**src/rtl/instruction_controller.sv**
```systemverilog
// instruction_controller
//   Control FSM and decoder for a small 16-bit datapath. A 16-bit instruction
//   is latched into IR when s is seen in WAIT. The datapath is then stepped
//   through Moore states that drive register selects, operand muxes,
//   shift/ALU op, load enables and the register-file write strobe.
//
// Ports
//   clk       rising-edge clock
//   reset     synchronous active-high; forces WAIT and clears IR
//   s         start request, sampled only in WAIT
//   instr     instruction captured into IR on start
//   w         1 while idle in WAIT
//   readnum   register read select
//   writenum  register write select
//   vsel      writeback source (0 = ALU result C, 1 = sximm8)
//   loada     load A register
//   loadb     load B register
//   asel      1 forces the ALU A operand to zero
//   bsel      1 selects sximm5 as B operand (never used by this ISA)
//   shift     shifter op, taken from IR[4:3]
//   ALUop     ALU op
//   loadc     load C register
//   loads     load status register
//   write     register-file write strobe
//   sximm5    sign-extended IR[4:0]
//   sximm8    sign-extended IR[7:0]
module instruction_controller #(
    parameter int unsigned WIDTH = 16
) (
    input  logic             clk,
    input  logic             reset,
    input  logic             s,
    input  logic [15:0]      instr,
    output logic             w,
    output logic [2:0]       readnum,
    output logic [2:0]       writenum,
    output logic             vsel,
    output logic             loada,
    output logic             loadb,
    output logic             asel,
    output logic             bsel,
    output logic [1:0]       shift,
    output logic [1:0]       ALUop,
    output logic             loadc,
    output logic             loads,
    output logic             write,
    output logic [WIDTH-1:0] sximm5,
    output logic [WIDTH-1:0] sximm8
);

    typedef enum logic [2:0] {
        S_WAIT,
        S_DECODE,
        S_GET_A,
        S_GET_B,
        S_EXEC,
        S_WRITE_REG,
        S_WRITE_IMM
    } state_t;

    typedef enum logic [2:0] {
        K_MOV_IMM,
        K_MOV_REG,
        K_ADD,
        K_CMP,
        K_AND,
        K_MVN,
        K_ILLEGAL
    } kind_t;

    typedef struct packed {
        logic       w;
        logic [2:0] readnum;
        logic [2:0] writenum;
        logic       vsel;
        logic       loada;
        logic       loadb;
        logic       asel;
        logic       bsel;
        logic [1:0] shift;
        logic [1:0] aluop;
        logic       loadc;
        logic       loads;
        logic       write;
    } ctrl_t;

    state_t      state;
    state_t      next_state;
    logic [15:0] ir;
    logic [15:0] next_ir;
    ctrl_t       ctrl;

    function automatic kind_t classify(input logic [15:0] word);
        kind_t k;
        case ({word[15:13], word[12:11]})
            5'b110_10: k = K_MOV_IMM;
            5'b110_00: k = K_MOV_REG;
            5'b101_00: k = K_ADD;
            5'b101_01: k = K_CMP;
            5'b101_10: k = K_AND;
            5'b101_11: k = K_MVN;
            default:   k = K_ILLEGAL;
        endcase
        return k;
    endfunction

    // Moore output decode for a given state and IR contents.
    function automatic ctrl_t moore_outputs(input state_t st, input logic [15:0] word);
        ctrl_t c;
        kind_t k;
        c = '0;
        k = classify(word);
        case (st)
            S_WAIT: c.w = 1'b1;
            S_GET_A: begin
                c.readnum = word[10:8];
                c.loada   = 1'b1;
            end
            S_GET_B: begin
                c.readnum = word[2:0];
                c.loadb   = 1'b1;
            end
            S_EXEC: begin
                c.shift = word[4:3];
                if (k == K_MOV_REG) begin
                    c.asel  = 1'b1;
                    c.aluop = 2'b00;
                end else begin
                    c.aluop = word[12:11];
                end
                if (k == K_CMP) c.loads = 1'b1;
                else            c.loadc = 1'b1;
            end
            S_WRITE_REG: begin
                c.writenum = word[7:5];
                c.write    = 1'b1;
            end
            S_WRITE_IMM: begin
                c.writenum = word[10:8];
                c.vsel     = 1'b1;
                c.write    = 1'b1;
            end
            default: c = '0;
        endcase
        return c;
    endfunction

    always_comb begin
        next_state = state;
        next_ir    = ir;
        case (state)
            S_WAIT: begin
                if (s) begin
                    next_ir    = instr;
                    next_state = S_DECODE;
                end
            end
            S_DECODE: begin
                case (classify(ir))
                    K_MOV_IMM:             next_state = S_WRITE_IMM;
                    K_MOV_REG, K_MVN:      next_state = S_GET_B;
                    K_ADD, K_CMP, K_AND:   next_state = S_GET_A;
                    default:               next_state = S_WAIT;
                endcase
            end
            S_GET_A:     next_state = S_GET_B;
            S_GET_B:     next_state = S_EXEC;
            S_EXEC:      next_state = (classify(ir) == K_CMP) ? S_WAIT : S_WRITE_REG;
            S_WRITE_REG: next_state = S_WAIT;
            S_WRITE_IMM: next_state = S_WAIT;
            default:     next_state = S_WAIT;
        endcase
    end

    // Outputs are registered from the decode of the *next* state and IR, so
    // they line up with the state register while staying glitch-free.
    always_ff @(posedge clk) begin
        if (reset) begin
            state <= S_WAIT;
            ir    <= '0;
            ctrl  <= moore_outputs(S_WAIT, 16'h0000);
        end else begin
            state <= next_state;
            ir    <= next_ir;
            ctrl  <= moore_outputs(next_state, next_ir);
        end
    end

    assign w        = ctrl.w;
    assign readnum  = ctrl.readnum;
    assign writenum = ctrl.writenum;
    assign vsel     = ctrl.vsel;
    assign loada    = ctrl.loada;
    assign loadb    = ctrl.loadb;
    assign asel     = ctrl.asel;
    assign bsel     = ctrl.bsel;
    assign shift    = ctrl.shift;
    assign ALUop    = ctrl.aluop;
    assign loadc    = ctrl.loadc;
    assign loads    = ctrl.loads;
    assign write    = ctrl.write;

    assign sximm5 = {{(WIDTH-5){ir[4]}}, ir[4:0]};
    assign sximm8 = {{(WIDTH-8){ir[7]}}, ir[7:0]};

endmodule

```
**config.mk**
```make
export PLATFORM = sky130hd
export DESIGN_NAME = instruction_controller
export DESIGN_NICKNAME = d
export VERILOG_FILES = /design/src/rtl/instruction_controller.sv
export SDC_FILE = /design/constraint.sdc
export NUM_CORES = 1
export LEC_CHECK = 0
export ABC_CLOCK_PERIOD_IN_PS = 3800
export CAP_MARGIN = 20
export CORE_MARGIN = 4
export CORE_UTILIZATION = 40
export CTS_CLUSTER_DIAMETER = 30
export DETAILED_ROUTE_END_ITERATION = 10
export PLACE_DENSITY = 0.75
export SYNTH_ARGS = -nofsm -noshare
export SYNTH_HDL_FRONTEND = slang
export SYNTH_SLANG_ARGS = --single-unit
```
**constraint.sdc**
```tcl
create_clock -name clk -period 3.8 [get_ports clk]
set_input_delay 0.76 -clock clk [delete_from_list [all_inputs] [get_ports clk]]
set_output_delay 0.76 -clock clk [all_outputs]
set_load 0.005 [all_outputs]
```
; ---- After elaboration in Yosys (flattened, before gate mapping)
; Index checks and enable logic that the tools add are counted.
[op_classes]
reduce_logical = 8
n_eq_ne = 29
muxes = 21
bitwise_logic = 1
[ops]
columns = cell, count
row1 = "5-bit == test, second input constant", 12
row2 = 3-bit case mux with 6 select lines, 2
row3 = 16-bit two-way mux, 2
row4 = "3-bit by 2-bit == test with 1-bit output, second input constant", 8
row5 = "3-bit == test, second input constant", 6
row6 = 3-bit two-way mux, 5
row7 = 3-bit case mux with 5 select lines, 1
row8 = 3-bit case mux with 2 select lines, 2
row9 = "3-bit by 1-bit == test with 1-bit output, second input constant", 3
row10 = 3-bit logical NOT, 3
row11 = 3-bit case mux with 3 select lines, 1
row12 = 1-bit two-way mux, 8
row13 = 2-bit OR reduction, 3
row14 = 3-bit OR reduction, 2
row15 = 1-bit inverter, 1
[totals]
out_inout_bits = 51
in_bits = 19
ff_bits = 38

; ---- Logic depth before layout (Yosys ltp)
; Gate-level depths: netlist (run 1).
[logic_depth]
ltp_word = 10
depth_mapped = 7

; ---- Least setup slack after synthesis (run 1)
; No wires, ideal clock.
[synth_timing]
kind = input-to-reg
startpoint = input s
endpoint = register ctrl (netlist bit writenum[0])
required_time_ns = 3.683
setup_slack_ns = 1.942
stages = 5
arrival_ns = 1.741
setup_ns = 0.117
path_buffers = 1
path_cell_list = or4b_1 > clkbuf_1 > nand2_1 > a21oi_1 > a22o_1
[synth_between]
elab_chain_len = 4
[synth_lines]
columns = item, line_no
row1 = start: declaration, 32  ; input logic s,
row2 = 3-bit two-way mux, 153  ; if (s) begin
row3 = 3-bit case mux with 5 select lines, 151  ; case (state)
row4 = 3-bit == test, 113  ; case (st)
row5 = 3-bit case mux with 2 select lines (*), 113
row6 = end signal: assignment, 181  ; ctrl <= moore_outputs(S_WAIT, 16'h0000);
row7 = end signal: assignment, 185  ; ctrl <= moore_outputs(next_state, next_ir);
row8 = end: declaration, 91  ; ctrl_t ctrl;
; Every way passes the cells marked *; elsewhere a longest branch is shown, timed or not.
; A chain may end at the register's enable or synchronous reset.

; ---- Worst setup path in the final report (run 1)
[layout_timing]
startpoint = input s
endpoint = register ctrl (netlist bit loads)
[layout_between]
elab_chain_len = 7
[layout_lines]
columns = item, line_no
row1 = 16-bit two-way mux, 153
row2 = 16-bit two-way mux, 151
row3 = 5-bit == test, 95  ; case ({word[15:13], word[12:11]})
row4 = 3-bit case mux with 6 select lines, 95
row5 = 3-bit two-way mux, 178  ; if (reset) begin
row6 = 3-bit by 2-bit == test with 1-bit output, 131  ; if (k == K_CMP) c.loads = 1'b1;
row7 = 1-bit two-way mux, 131
; Parallel ways exist; a longest one is shown, timed or not. The select of a mux whose other input is x is not followed.

==> results.tsv, run 1 <==
metric	value	unit
portBuffers	68	
crit_chain	clkdlybuf4s50_1 > nor4b_4 > buf_4 > nand4_1 > o22ai_1 > o211a_1	
finalMaxSlewViolations	0	
ctsHoldBuffers	0	
cts_buffers	5	
path_class	in -> reg	
die-area	0.005544	mm2
firstDrtPassIters	4	
p_per_area	364.3	mW/mm2
period_minus_slack	2.437	ns
final_util	55.83	%
grt_max_degree	28	
fin_crit_sh	64.13	%
timing.hold.ws	0.4965	ns
vias	1411	
slowest_delay	0.58	ns
dpl.hpwl	2890	um
grt_usage	14.49	%
post_cts_buffers	0	
comb_power_share	17.7	%
syn_nets	215	
setup_viol	0	
wire_per_inst	13.94	um
fin_ws	1.363	ns
max_slew_margin	33.50	%
hp-class	reg -> reg	
ys_warn_count	0	
synth_top_area_share	41.93	%
cpLargestDelayFamily	buffers and inverters	
cp-startpoint	s	
crit_fanout	10	
pwr-share-clk	32.3	%
post_cts_resized	0	
synth_common_cells	37 x dfxtp_1, 34 x buf_4, 25 x nor2_1	
synthCells	196	
skew	0.008123	ns
synth.largest_area_cell	dfxtp_1	
htreeDepth	2	
antenna_cells	0	
num-nets-final	250	
clock.fmax	410.3	MHz
synth_edf_count	0	
setup_tns	0	ns
grt_pass1_wl	6154	um
seqPwrFrac	49.9	%
end_kind	flip-flop	
timing.rr.start	state[2]	
rsz0062_at_grt	no	
cts_tree	yes	
dpl-instance-area	0.002227	mm2
wirelength	3917	um
path_clk_slew	0.07	ns
fp.dieH	74.46	um
critPathBufInv	2	
antenna_found_initial	0	
total_power	0.8427	mW
design_area	0.002313	mm2
area.growth.synth_to_final	30.95	%
ant_nets	0	
maxCapViolations	0	
netlist_area	0.001767	mm2
drive_above_1_share	7.792	%
clkLatencyLatePin	0.28	ns
cp.required	4.04	ns
synth-seq-cells	37	
cts.path.max_buffers	2	
start_kind	primary input	
drcViolationCount	0	
place_ws	1.050	ns
synth.distinct_cells	44	
syn_area_per_cell	9.014	um2
power.leakage	0.8830	nW
synth.area.top_cells	dfxtp_1 42%, buf_4 14%, mux2i_1 5.7%, nor2_1 5.3%, nand2_1 5.1%	
io_pins	70	
internal_power	0.6352	mW
finalHoldViolCount	0	
start_util	42.63	%
async_flop_share	0	%
status	finished clean	
clock_sinks	37	
grt-ovfl-total	0	
core-area	0.004144	mm2
yosysMostFrequentCell	dfxtp_1	
place_inst	274	
grt_pass1_vias	1264	
worst_path_max_delay_cell	nor4b_4	
gp_congestion	0.7846	
ys.flop_type	dfxtp_1	
peakVddDrop	0.2078	mV
root_buffer	clkbuf_8	
rows	23	
die_x	74.46	um
hold_path_startpoint	ir[5]	
p_sw	0.2075	mW
p_sw_share	24.62	%
drt-initial-drc-count	66	
tightestPinTransition	0.9944	ns
vias_per_cell	5.021	
ys_seq_area_share	41.93	%
final_cell_count_no_fill	281	
critPathArrivalTime	2.67	ns
## kinds of logic after synthesis
logic type	Yosys count	synth area share (%)
flops	37	41.93
compound gates	32	13.60
other cells	1	0.2123
simple gates	71	21.32
mux	10	5.666
buf+inv	45	17.28
## power by group through the flow
stage          combinational [mW]  sequential (mW)  clock, mW
6_report                    0.150            0.421      0.272
5_1_grt                     0.163            0.424      0.292
3_5_place_dp                0.150            0.430          0
4_1_cts                     0.151            0.420      0.281
2_1_floorplan               0.103            0.424          0
3_3_place_gp                0.149            0.429          0
## worst register-to-register path, stage by stage (launching register included)
cell and delay [ns]:
dfxtp_1 0.47, nor4b_4 0.69, buf_4 0.31, nand4_1 0.11, o22ai_1 0.17, o211a_1 0.17
## cell type report
| cell class | count | area, um2 |
|---|---|---|
| Timing Repair Buffer | 69 | 688.2 |
| Multi-Input combinational cell | 114 | 720.7 |
| Clock buffer | 7 | 86.33 |
| Fill cell | 387 | 1831 |
| Inverter | 4 | 15.01 |
| Tap cell | 50 | 62.56 |
| Sequential cell | 37 | 740.7 |
## per-layer routing
layer | global-route usage (%) | up-vias | share of wire, %
li1 | - | 699 | -
met1 | 18.36 | 656 | 43
met2 | 23.32 | 51 | 49
met3 | 5.135 | 5 | 6.8
met4 | 4.150 | 0 | 1.0
met5 | 0 | - | 0
## placed cells by master, fill, tap and decap left out, types with 2 or more instances in the layout
master and count:
clkdlybuf4s50_1 68, dfxtp_1 37, nor2_1 25, nand2_1 24
mux2i_1 10, a21oi_1 10, clkbuf_8 6, inv_1 4
nor2b_1 3, a211oi_1 3, o32ai_1 3, nor3_1 3
nand3_1 2, a21o_1 2, nand4_1 2
## final timing paths
kind	to	slack, ns	depth (start not counted)
hold / removal	ir[5]	0.50	2
setup / recovery	loads	1.36	6
hold reg to reg	ir[5]	0.50	2
setup reg to reg	loads	1.84	5
## flip-flops by register name (all words and copies together) (netlist names)
name,flops
readnum,3
ir,16
state,3
ALUop,2
w,1
vsel,1
loadb,1
writenum,3
write,1
shift,2
loada,1
loadc,1
loads,1
asel,1
Note: power is estimated with default switching activity, not from simulation.
==> run 2: changes to the inputs <==
--- a/config.mk
+++ b/config.mk
@@ -5,13 +5,13 @@
 export SDC_FILE = /design/constraint.sdc
 export NUM_CORES = 1
 export LEC_CHECK = 0
-export ABC_CLOCK_PERIOD_IN_PS = 3800
+export ABC_CLOCK_PERIOD_IN_PS = 2000
 export CAP_MARGIN = 20
 export CORE_MARGIN = 4
-export CORE_UTILIZATION = 40
+export CORE_UTILIZATION = 39
 export CTS_CLUSTER_DIAMETER = 30
 export DETAILED_ROUTE_END_ITERATION = 10
-export PLACE_DENSITY = 0.75
+export PLACE_DENSITY = 0.76
 export SYNTH_ARGS = -nofsm -noshare
 export SYNTH_HDL_FRONTEND = slang
 export SYNTH_SLANG_ARGS = --single-unit
==> constraint.sdc (replaced) <==
create_clock -name clk -period 2 [get_ports clk]
set_input_delay 0.4 -clock clk [delete_from_list [all_inputs] [get_ports clk]]
set_output_delay 0.4 -clock clk [all_outputs]
set_load 0.005 [all_outputs]
==> run 2 against run 1 <==
Via count up 0.43%. Sequential power grew 89%. Core utilization down 1.1 points. First-iteration DRC count increased by 14%. Register-to-register slack lost 1.6 ns. Clock skew is 0.0021 ns lower. Clock power is 84% higher. Largest cell class is now non-clock buffers. Highest routed layer unchanged.
==> results.tsv, run 2 (synthesis gave the netlist of run 1 again) <==
metric	value	unit	change
p_per_area	668.6	mW/mm2	was 364.3 mW/mm2
internal_power	1.194	mW	was 0.6352 mW
critPathArrivalTime	1.42	ns	was 2.67 ns
regMostFlops	ir		unchanged
slowest_delay	0.58	ns	about the same
grt_pass1_wl	6058	um	was 6154 um
place_ws	-0.1042	ns	was 1.050 ns
rows	24		was 23
grt_pass1_vias	1314		was 1264
core-area	0.004384	mm2	was 0.004144 mm2
cts_buffers	5		unchanged
vias_per_cell	4.820		was 5.021
area.growth.synth_to_final	35.84	%	was 30.95%
final_common_cell	clkdlybuf4s50_1		unchanged
path_class	reg -> out		was in -> reg
wire_per_inst	13.15	um	was 13.94 um
root_buffer	clkbuf_8		unchanged
finalMaxSlewViolations	0		unchanged
end_kind	output pin		was flip-flop
place_inst	286		was 274
regArea	740.7	um2	unchanged
drt-initial-drc-count	75		was 66
seqPwrFrac	49.6	%	was 49.9%
cp.required	1.60	ns	was 4.04 ns
p_sw_share	25.61	%	was 24.62%
final_cell_count_no_fill	294		was 281
drcViolationCount	0		unchanged
clkLatencyLatePin	0.29	ns	was 0.28 ns
die_x	75.31	um	was 74.46 um
multi_input_area	720.7	um2	unchanged
final_cell_mix	68 x clkdlybuf4s50_1, 37 x dfxtp_1, 25 x nor2_1, 24 x nand2_1		unchanged
p_sw	0.4108	mW	was 0.2075 mW
status	finished clean		unchanged
critPathBufInv	1		was 2
rsz0062_at_grt	no		unchanged
wirelength	3866	um	was 3917 um
nFillCells	421		was 387
comb_power_share	19.2	%	was 17.7%
finalHoldViolCount	0		unchanged
clock.fmax	549.0	MHz	
largest_register_ffs	16		unchanged
num-nets-final	260		was 250
crit_fanout	14		was 10
power.leakage	0.9359	nW	was 0.8830 nW
antenna_cells	0		unchanged
gp_congestion	0.8931		was 0.7846
fp.dieH	75.31	um	was 74.46 um
pwr-share-clk	31.2	%	was 32.3%
io_pins	70		unchanged
start_kind	flip-flop		was primary input
period_minus_slack	1.822	ns	
cts_tree	yes		unchanged
die-area	0.005671	mm2	was 0.005544 mm2
setup_tns	0	ns	unchanged
clock_sinks	37		unchanged
ctsHoldBuffers	0		unchanged
htreeDepth	2		unchanged
post_cts_resized	0		unchanged
crit_chain	clkdlybuf4s50_1		was clkdlybuf4s50_1 > nor4b_4 > buf_4 > nand4_1 > o22ai_1 > o211a_1
fin_ws	0.1784	ns	was 1.363 ns
maxCapViolations	0		unchanged
skew	0.005997	ns	was 0.008123 ns
grt_usage	14.04	%	was 14.49%
cpLargestDelayFamily	buffers and inverters		unchanged
hp-class	reg -> reg		unchanged
vias	1417		was 1411
ant_nets	0		unchanged
post_cts_buffers	0		unchanged
path_clk_slew	0.07	ns	about the same
worst_path_max_delay_cell	clkdlybuf4s50_1		was nor4b_4
drive_above_1_share	11.98	%	was 7.792%
cts.path.max_buffers	2		unchanged
reg2reg_slack	0.27	ns	was 1.84 ns
grt_max_degree	21		was 28
dpl.hpwl	2930	um	was 2890 um
portBuffers	68		unchanged
setup_viol	0		unchanged
fin_crit_sh	91.08	%	
grt-ovfl-total	0		unchanged
firstDrtPassIters	4		unchanged
start_util	40.30	%	was 42.63%
antenna_found_initial	0		unchanged
peakVddDrop	0.3524	mV	was 0.2078 mV
==> run 2: cell types whose count changed in the layout (fill, tap and decap cells not counted), sizes merged <==
cell / before / now
buf: 1 / 11
clkbuf: 7 / 6
clkinv: 0 / 2
==> run 2: area by class of cell <==
cell class,count,share of cell area [%]
clock buffer,6,3.024
clock inverter,2,0.4171
inverter,4,0.6257
multi-input combinational,114,30.03
sequential,37,30.87
tap,52,2.711
timing repair buffer,79,32.33
==> run 2: metal layers <==
| layer | share of wire (%) | vias up | GRT usage, % |
|---|---|---|---|
| met2 | 50 | 45 | 23.39 |
| met1 | 42 | 650 | 17.24 |
| met4 | 1.8 | 0 | 6.019 |
| met5 | 0 | - | 0 |
| li1 | - | 717 | - |
| met3 | 6.7 | 5 | 3.430 |
==> run 2: worst paths after layout <==
kind                                   end  cells past startpoint  startpoint
worst max-delay path             sximm5[6]                      1       ir[4]
worst min-delay path                 ir[2]                      2       ir[2]
worst min register to register       ir[2]                      2       ir[2]
worst max register to register  readnum[2]                      5      ir[11]
==> run 2: power by group through the flow <==
stage / Clock [mW] / Combinational, mW / Sequential [mW]
after floorplan: 0 / 0.196 / 0.805
after global placement: 0 / 0.306 / 0.812
after detailed placement: 0 / 0.309 / 0.813
after CTS: 0.506 / 0.311 / 0.796
after global routing: 0.545 / 0.337 / 0.800
final: 0.501 / 0.308 / 0.796
==> run 2: metrics by stage <==
| step | power [mW] | hold slack (ns) | instance area (um2) | util (%) |
|---|---|---|---|---|
| after floorplan | 1.001 | 0.4548 | 1767 | - |
| after detailed placement | 1.122 | 0.4816 | 2317 | 52.85 |
| after global routing | 1.682 | 0.5171 | 2400 | 54.74 |
| after CTS | 1.614 | 0.4917 | 2400 | 54.74 |
| after global placement | 1.117 | 0.4712 | 2317 | 52.85 |
| final | 1.604 | 0.4914 | 2400 | 54.74 |
==> run 3: changes to the inputs <==
--- a/config.mk
+++ b/config.mk
@@ -7,6 +7,7 @@
 export LEC_CHECK = 0
 export ABC_CLOCK_PERIOD_IN_PS = 2000
 export CAP_MARGIN = 20
+export CORE_ASPECT_RATIO = 0.8
 export CORE_MARGIN = 4
 export CORE_UTILIZATION = 39
 export CTS_CLUSTER_DIAMETER = 30
==> run 3 against run 2 <==
Final cell count up 1.7%. Clock skew down 0.00084 ns. Wire length grew 7.2%. Die area increased by 0.12%. Count of clock-buffer cells in the layout unchanged. Clock power increased by 35%. Hold slack got worse by 0.0065 ns. Global-route usage rose by 1.1 points. Core utilization grew 2.3 points. Via count is 0.99% lower.
==> results.tsv, run 3 (synthesis gave the netlist of run 1 again) <==
metric	value	unit	change
clock_sinks	37		unchanged
hold_end	ir[5]		was ir[2]
worst_r2r_path_depth	7		was 5
wire_per_inst	13.86	um	was 13.15 um
firstDrtPassIters	4		unchanged
antenna_cells	0		unchanged
vias	1403		was 1417
critPathArrivalTime	1.45	ns	was 1.42 ns
regMostFlops	ir		unchanged
path_class	reg -> out		unchanged
drcViolationCount	0		unchanged
wirelength	4144	um	was 3866 um
worst_path_max_delay_cell	clkdlybuf4s50_1		unchanged
htreeDepth	2		unchanged
post_cts_resized	0		unchanged
largest_register_ffs	16		unchanged
reg2reg_slack	0.27	ns	about the same
place_inst	291		was 286
antenna_found_initial	0		unchanged
rows	21		was 24
cpLargestDelayFamily	buffers and inverters		unchanged
dpl.hpwl	3099	um	was 2930 um
setup_viol	0		unchanged
finalHoldViolCount	0		unchanged
rsz0062_at_grt	no		unchanged
final_cell_count_no_fill	299		was 294
cp.required	1.60	ns	about the same
clkLatencyLatePin	0.29	ns	about the same
finalMaxSlewViolations	0		unchanged
skew	0.005154	ns	was 0.005997 ns
crit_fanout	14		unchanged
grt_usage	15.13	%	was 14.04%
cts_tree	yes		unchanged
slowest_delay	0.60	ns	was 0.58 ns
p_per_area	729.1	mW/mm2	was 668.6 mW/mm2
path_clk_slew	0.08	ns	was 0.07 ns
grt_max_degree	28		was 21
num-nets-final	260		unchanged
cts.path.max_buffers	2		unchanged
cts_buffers	5		unchanged
final_cell_mix	68 x clkdlybuf4s50_1, 37 x dfxtp_1, 25 x nor2_1, 24 x nand2_1		unchanged
status	finished clean		unchanged
cp-startpoint	ir[4]		unchanged
end_kind	output pin		unchanged
critPathBufInv	1		unchanged
start_util	41.25	%	was 40.30%
area.growth.synth_to_final	38.31	%	was 35.84%
period_minus_slack	1.848	ns	was 1.822 ns
vias_per_cell	4.692		was 4.820
crit_chain	clkdlybuf4s50_1		unchanged
ctsHoldBuffers	0		unchanged
r2r-end	readnum[2]		unchanged
grt_pass1_vias	1352		was 1314
peakVddDrop	0.4783	mV	was 0.3524 mV
total_power	1.782	mW	was 1.604 mW
drt-initial-drc-count	79		was 75
fp.dieH	68.20	um	was 75.31 um
gp_congestion	0.7717		was 0.8931
die_x	83.25	um	was 75.31 um
fin_crit_sh	92.41	%	was 91.08%
portBuffers	68		unchanged
grt_pass1_wl	6603	um	was 6058 um
final_util	57.06	%	was 54.74%
power.leakage	0.9488	nW	was 0.9359 nW
io_pins	70		unchanged
start_kind	flip-flop		unchanged
timing.rr.start	state[0]		was ir[11]
drive_above_1_share	12.40	%	was 11.98%
nFillCells	385		was 421
hp-class	reg -> reg		unchanged
maxCapViolations	0		unchanged
hold_depth	2		unchanged
core-area	0.004283	mm2	was 0.004384 mm2
final_common_cell	clkdlybuf4s50_1		unchanged
grt-ovfl-total	0		unchanged
ant_nets	0		unchanged
die-area	0.005678	mm2	was 0.005671 mm2
post_cts_buffers	0		unchanged
clock.fmax	541.1	MHz	was 549.0 MHz
hold_path_startpoint	ir[5]		was ir[2]
root_buffer	clkbuf_8		unchanged
==> run 3: final cells by class <==
type                            instances  area (um2)  share of cell area (%)
Clock buffer                            6       82.58                   3.379
Clock inverter                          2       37.54                   1.536
Inverter                                4       15.01                  0.6144
Multi-Input combinational cell        114       720.7                   29.49
Sequential cell                        37       740.7                   30.31
Tap cell                               57       71.32                   2.919
Timing Repair Buffer                   79       775.7                   31.75
==> run 3: metrics by stage <==
stage               hold slack [ns]  TNS [ns]  worst slack, ns  cell area, um2
floorplan                    0.4548         0           0.4275            1767
global placement             0.4749  -0.03165         -0.02043            2323
detailed placement           0.4775   -0.4441         -0.07079            2323
CTS                          0.4885         0           0.1111            2444
global route                 0.5229         0          0.04178            2444
finish                       0.4848         0           0.1519            2444
==> run 3: power breakdown <==
part           switching [mW]  total, mW  internal (mW)  leakage [nW]
sequential             0.0303      0.797          0.767         0.301
combinational           0.125      0.311          0.186         0.590
clock                   0.269      0.674          0.405        0.0574
==> run 3: worst max path at each step <==
stage | end | slack (ns) | cells after the start
2_1_floorplan | writenum[0] | 0.43 | 6
3_3_place_gp | asel | -0.02 | 6
5_1_grt | sximm5[14] | 0.04 | 1
6_report | sximm5[14] | 0.15 | 1
3_5_place_dp | asel | -0.07 | 6
4_1_cts | sximm5[10] | 0.11 | 1
==> run 3: layer usage <==
| metal | wire length, um | vias up | GRT usage [%] | share of wire (%) |
|---|---|---|---|---|
| met3 | 178 | 8 | 4.091 | 4.3 |
| met5 | 0 | - | 0 | 0 |
| met4 | 90 | 0 | 7.755 | 2.2 |
| met1 | 1869 | 647 | 18.40 | 45 |
| li1 | - | 718 | - | - |
| met2 | 2006 | 30 | 25.10 | 48 |
